## src/rtl/uart_serializer_param.sv

```systemverilog
// Parametrised UART bit serializer: captures a parallel word on a valid/ready
// handshake and shifts it out one bit per ser_en strobe, LSB- or MSB-first,
// with optional parity and a one-bit idle-high gap before the next frame.
module uart_serializer_param #(
  parameter int DATA_WIDTH = 8,
  parameter int MSB_FIRST  = 0,
  parameter int PARITY_EN  = 0,
  parameter int PARITY_ODD = 0
) (
  input  logic                  clk,
  input  logic                  rst_n,
  input  logic                  p_valid,
  output logic                  p_ready,
  input  logic [DATA_WIDTH-1:0] p_data,
  input  logic                  ser_en,
  output logic                  ser_data,
  output logic                  ser_busy,
  output logic                  ser_done
);

  localparam int            CW   = $clog2(DATA_WIDTH + 1);
  localparam logic [CW-1:0] LAST = CW'(DATA_WIDTH - 1);

  typedef enum logic [1:0] {S_IDLE, S_SHIFT, S_PARITY, S_DRAIN} state_t;

  state_t                r_state, w_next;
  logic [DATA_WIDTH-1:0] r_shift;
  logic [CW-1:0]         r_cnt;
  logic                  r_par;
  logic                  r_ser;
  logic                  r_done;
  logic                  w_bit;
  logic                  w_last;

  // Next bit always sits at the end of the shift register facing the line.
  assign w_bit  = (MSB_FIRST != 0) ? r_shift[DATA_WIDTH-1] : r_shift[0];
  // Counter equals DATA_WIDTH-1 on the strobe that emits the final data bit.
  assign w_last = (r_cnt == LAST);

  assign p_ready  = (r_state == S_IDLE);
  assign ser_busy = (r_state != S_IDLE);
  assign ser_data = r_ser;
  assign ser_done = r_done;

  // State register; async reset aborts any frame in flight.
  always_ff @(posedge clk or negedge rst_n) begin
    if (!rst_n) r_state <= S_IDLE;
    else        r_state <= w_next;
  end

  // Next-state logic; ser_en is deliberately not looked at in IDLE.
  always_comb begin
    w_next = r_state;
    case (r_state)
      S_IDLE:   if (p_valid) w_next = S_SHIFT;
      S_SHIFT:  if (ser_en && w_last) w_next = (PARITY_EN != 0) ? S_PARITY : S_DRAIN;
      S_PARITY: if (ser_en) w_next = S_DRAIN;
      S_DRAIN:  if (ser_en) w_next = S_IDLE;
      default:  w_next = S_IDLE;
    endcase
  end

  // Datapath: capture on load, emit one bit per strobe, pulse done with the last bit.
  always_ff @(posedge clk or negedge rst_n) begin
    if (!rst_n) begin
      r_shift <= '0;
      r_cnt   <= '0;
      r_par   <= 1'b0;
      r_ser   <= 1'b1;
      r_done  <= 1'b0;
    end else begin
      r_done <= 1'b0;
      case (r_state)
        S_IDLE: begin
          if (p_valid) begin
            r_shift <= p_data;
            r_cnt   <= '0;
            r_par   <= (^p_data) ^ (PARITY_ODD != 0);
          end
        end
        S_SHIFT: begin
          if (ser_en) begin
            r_ser   <= w_bit;
            r_cnt   <= r_cnt + CW'(1);
            r_shift <= (MSB_FIRST != 0) ? (r_shift << 1) : (r_shift >> 1);
            r_done  <= w_last && (PARITY_EN == 0);
          end
        end
        S_PARITY: begin
          if (ser_en) begin
            r_ser  <= r_par;
            r_done <= 1'b1;
          end
        end
        S_DRAIN: begin
          // Last bit has held for its full bit time; return the line high.
          if (ser_en) r_ser <= 1'b1;
        end
        default: r_ser <= 1'b1;
      endcase
    end
  end

endmodule
```

## config.mk

```make
export PLATFORM = sky130hd
export DESIGN_NAME = uart_serializer_param
export DESIGN_NICKNAME = d
export VERILOG_FILES = /design/src/rtl/uart_serializer_param.sv
export SDC_FILE = /design/constraint.sdc
export NUM_CORES = 1
export LEC_CHECK = 0
export CORE_ASPECT_RATIO = 0.9
export CORE_MARGIN = 10
export CORE_UTILIZATION = 45
export CTS_BUF_LIST = sky130_fd_sc_hd__clkbuf_4
export CTS_CLUSTER_DIAMETER = 30
export CTS_CLUSTER_SIZE = 24
export DETAILED_ROUTE_END_ITERATION = 8
export GPL_TIMING_DRIVEN = 0
export PLACE_DENSITY = 0.73
export SYNTH_ARGS = -nofsm -noshare
export SYNTH_HDL_FRONTEND = slang
export SYNTH_SLANG_ARGS = --single-unit
```

## constraint.sdc

```tcl
create_clock -name clk -period 1.99 [get_ports clk]
set_clock_uncertainty 0.05 [all_clocks]
set_input_delay 0.4975 -clock clk [delete_from_list [all_inputs] [get_ports clk]]
set_output_delay 0.4975 -clock clk [all_outputs]
set_load 0.02 [all_outputs]
```

==> metrics <==
status complete, no violations; DP HPWL between 1.5 and 2 mm; post-route setup slack between 0.08 and 0.09 ns; H-tree levels 1; switching power share of the total 0.418; worst-case clock buffer depth 2; # Max-Cap Violations 0; Sum Neg Setup Slack 0 ns; root buf cell clkbuf_4; Final setup violation count 0; total I/O pin count 16; post-cts hold buffer count 0; P_leak slightly below 0.5 nW; DIE HEIGHT roughly 64 µm; first-pass GRT wire length 3.42 mm; crit-path max FO 8; startpoint class of the critical path flop; Starting Density 0.490; pre-CTS setup slack -0.169 ns; DRC viols 0; Synth Instances between 90 and 100; # Post-CTS Setup Buffers 0; Reg power frac 0.356; non-filler cells, final 139; initial antenna violation count 0; final period utilization 0.957; row count 15; Buffers on Ports 15; Syn Nets 113; Final #Nets approximately 130; largest family of logic cells by synthesized area compound AO/OA/AOI/OAI gates; total power per unit cell area 1480 nW/µm²; P_int 1.02 mW; Critical Path End Type output pin; Avg WL per Cell 14.7 µm; sw power between 700 and 800 µW; CTS tree yes; Total Power 1.76 mW; Hold Crit Class reg -> reg; vias roughly 730; dpl cells between 100 and 150; R2R depth 7; clock latency on the worst-skew pair around 0.28 ns; area leader, netlist dfrtp_1; P&R area growth vs syn 23.0%; sequential share of the synthesized area 0.442; highest clock rate around 530 MHz; share of post-route cells with drive strength above 1 0.140; RSZ-0062 raised after global routing false; clock sinks 17; adder-cell share of the synthesized area 0.0778; WP data arrival roughly 1.4 ns; Post-synth top cells 16 x dfrtp_1, 11 x a21oi_1, 9 x mux2i_1, 9 x nor2_1, 8 x xnor2_1; critical path cell sequence inv_1, ha_4, clkdlybuf4s15_1; ANT cells 0; GPL Wtd Cong 0.757; Req. time, crit path 1.44 ns; Via density between 5 and 6; min Tclk post-route ~1.9 ns; post-synthesis mux area share 0.117; Crit path largest cell delay 0.44 ns; DRT Wirelength between 2 and 2.5 mm; yosys warns 0; mean post-synth cell area roughly 10 µm²; vias in the first global route slightly below 800; die footprint roughly 4400 µm²; Post-synth EDFFs 0; fillcell total ~190; Overall Global Routing Usage 0.0970; Slew @ Worst Pin a little under 0.8 ns; DP Area ~1100 µm²; critical path's slowest cell dfrtp_1; slew margin rel. 0.477; Clock transition at path regs ~0.1 ns; 1st-iter DRT viols 20; post-synthesis xor/xnor area fraction 0.0726; Synth top area share 0.415; hold path depth 1; Synth Area in Compound Gates 0.143; Core Area 1970 µm²; Slew Viols, Final 0; die width a little under 70 µm; flops & latches, synth 17; most frequent cell after synthesis dfrtp_1; Overflow after GRT 0; Synth Flop Type dfrtp_1; synthesized cell area 965 µm²; final instance area 1190 µm²; FFs w/ async S/R, synth 1.00; VDD IR max around 0.00079 V; TritonCTS buffer count 3; Final Hold Viols 0; WS Path Type reg -> out; DRT antenna net count 0; largest net degree at the start of global routing 18; Clk network pwr share 0.104; Logic pwr share 0.540; top cells by area, synth dfrtp_1 42%, mux2i_1 9.3%, ha_1 7.8%, xnor2_1 7.3%, a21oi_1 5.7%; Initial DRT Pass Iterations 4; simple-gate share of the synthesized area 0.119; count of different cell masters after synthesis 24
[per-layer routing]
metal	global-route usage	up-vias	wire length (µm)
met4	0.0197	0	12
met5	0	-	0
met2	0.161	13	963
li1	-	371	-
met3	0.0314	2	84
met1	0.118	348	978
[power by group through the flow]
| stage | Sequential (mW) | Clock [mW] | Combinational (mW) |
|---|---|---|---|
| 6_report | 0.626 | 0.184 | 0.951 |
| 5_1_grt | 0.652 | 0.206 | 1.06 |
| 4_1_cts | 0.625 | 0.190 | 0.945 |
| 3_5_place_dp | 0.631 | 0 | 0.930 |
| 3_3_place_gp | 0.623 | 0 | 0.896 |
| 2_1_floorplan | 0.620 | 0 | 0.677 |
[critical path: cells and delay by family (launching register included)]
family / cells / cell delay [ns]
adder cells (fa/ha/maj): 1 / 0.19
flip-flops: 1 / 0.44
buffers and inverters: 2 / 0.45
[per-stage QoR]
| step | util | hold slack, ns |
|---|---|---|
| floorplan | - | 0.152 |
| finish | 0.602 | 0.481 |
| global route | 0.602 | 0.515 |
| global placement | 0.582 | 0.458 |
| detailed placement | 0.582 | 0.462 |
| CTS | 0.601 | 0.477 |
[path summary, 6_finish.rpt]
kind,startpoint,end,slack [ns]
min in group asynchronous,rst_n,r_cnt[0],0.61
setup reg to reg,r_state[1],r_shift[6],0.19
max in group asynchronous,rst_n,r_state[1],0.79
hold reg to reg,r_cnt[0],r_cnt[0],0.48
setup / recovery,r_state[1],p_ready,0.09
hold / removal,r_cnt[0],r_cnt[0],0.48
[cell type report]
class / count / area (µm²) / share of cell area
well taps: 25 / 31.3 / 0.0264
clock inverters: 1 / 5.00 / 0.00422
flip-flops and latches: 17 / 427 / 0.360
multi-input cells: 72 / 529 / 0.446
repair buffers: 15 / 144 / 0.121
plain buffers: 2 / 12.5 / 0.0105
inverters: 4 / 15.0 / 0.0127
clock buffers: 3 / 22.5 / 0.0190
[sequential cells by signal, summed over array words and instances, names as in the netlist]
name      count
r_cnt         4
r_shift       8
ser_data      1
r_state       2
ser_done      1
r_par         1
[what timing repair did]
action / CTS / global route
gates cloned: 0 / 0
resized for setup: 7 / 4
setup endpoints to repair: 11 / 11
[layout by cell type (no fill, tap or decap), types with 2 or more instances in the layout]
cell | netlist | final
ha_1 | 6 | 5
nor2b_1 | 3 | 2
mux2_2 | 2 | 2
nand3_1 | 3 | 3
mux2i_1 | 9 | 8
a31oi_1 | 3 | 3
inv_1 | 4 | 3
xnor2_1 | 8 | 8
dfrtp_1 | 16 | 16
nor2_1 | 9 | 9
clkbuf_4 | 0 | 3
nand2_1 | 4 | 4
clkdlybuf4s50_1 | 0 | 12
a21oi_1 | 11 | 11
o21ai_0 | 6 | 6
[kinds of logic after synthesis]
group,after synthesis
multiplexers,11
buffers and inverters,6
XOR/XNOR,8
AO/OA/AOI/OAI,24
adder cells (fa/ha/maj),6
AND/OR/NAND/NOR,23
flip-flops,17
No activity file was read; power rests on OpenSTA's default activity.
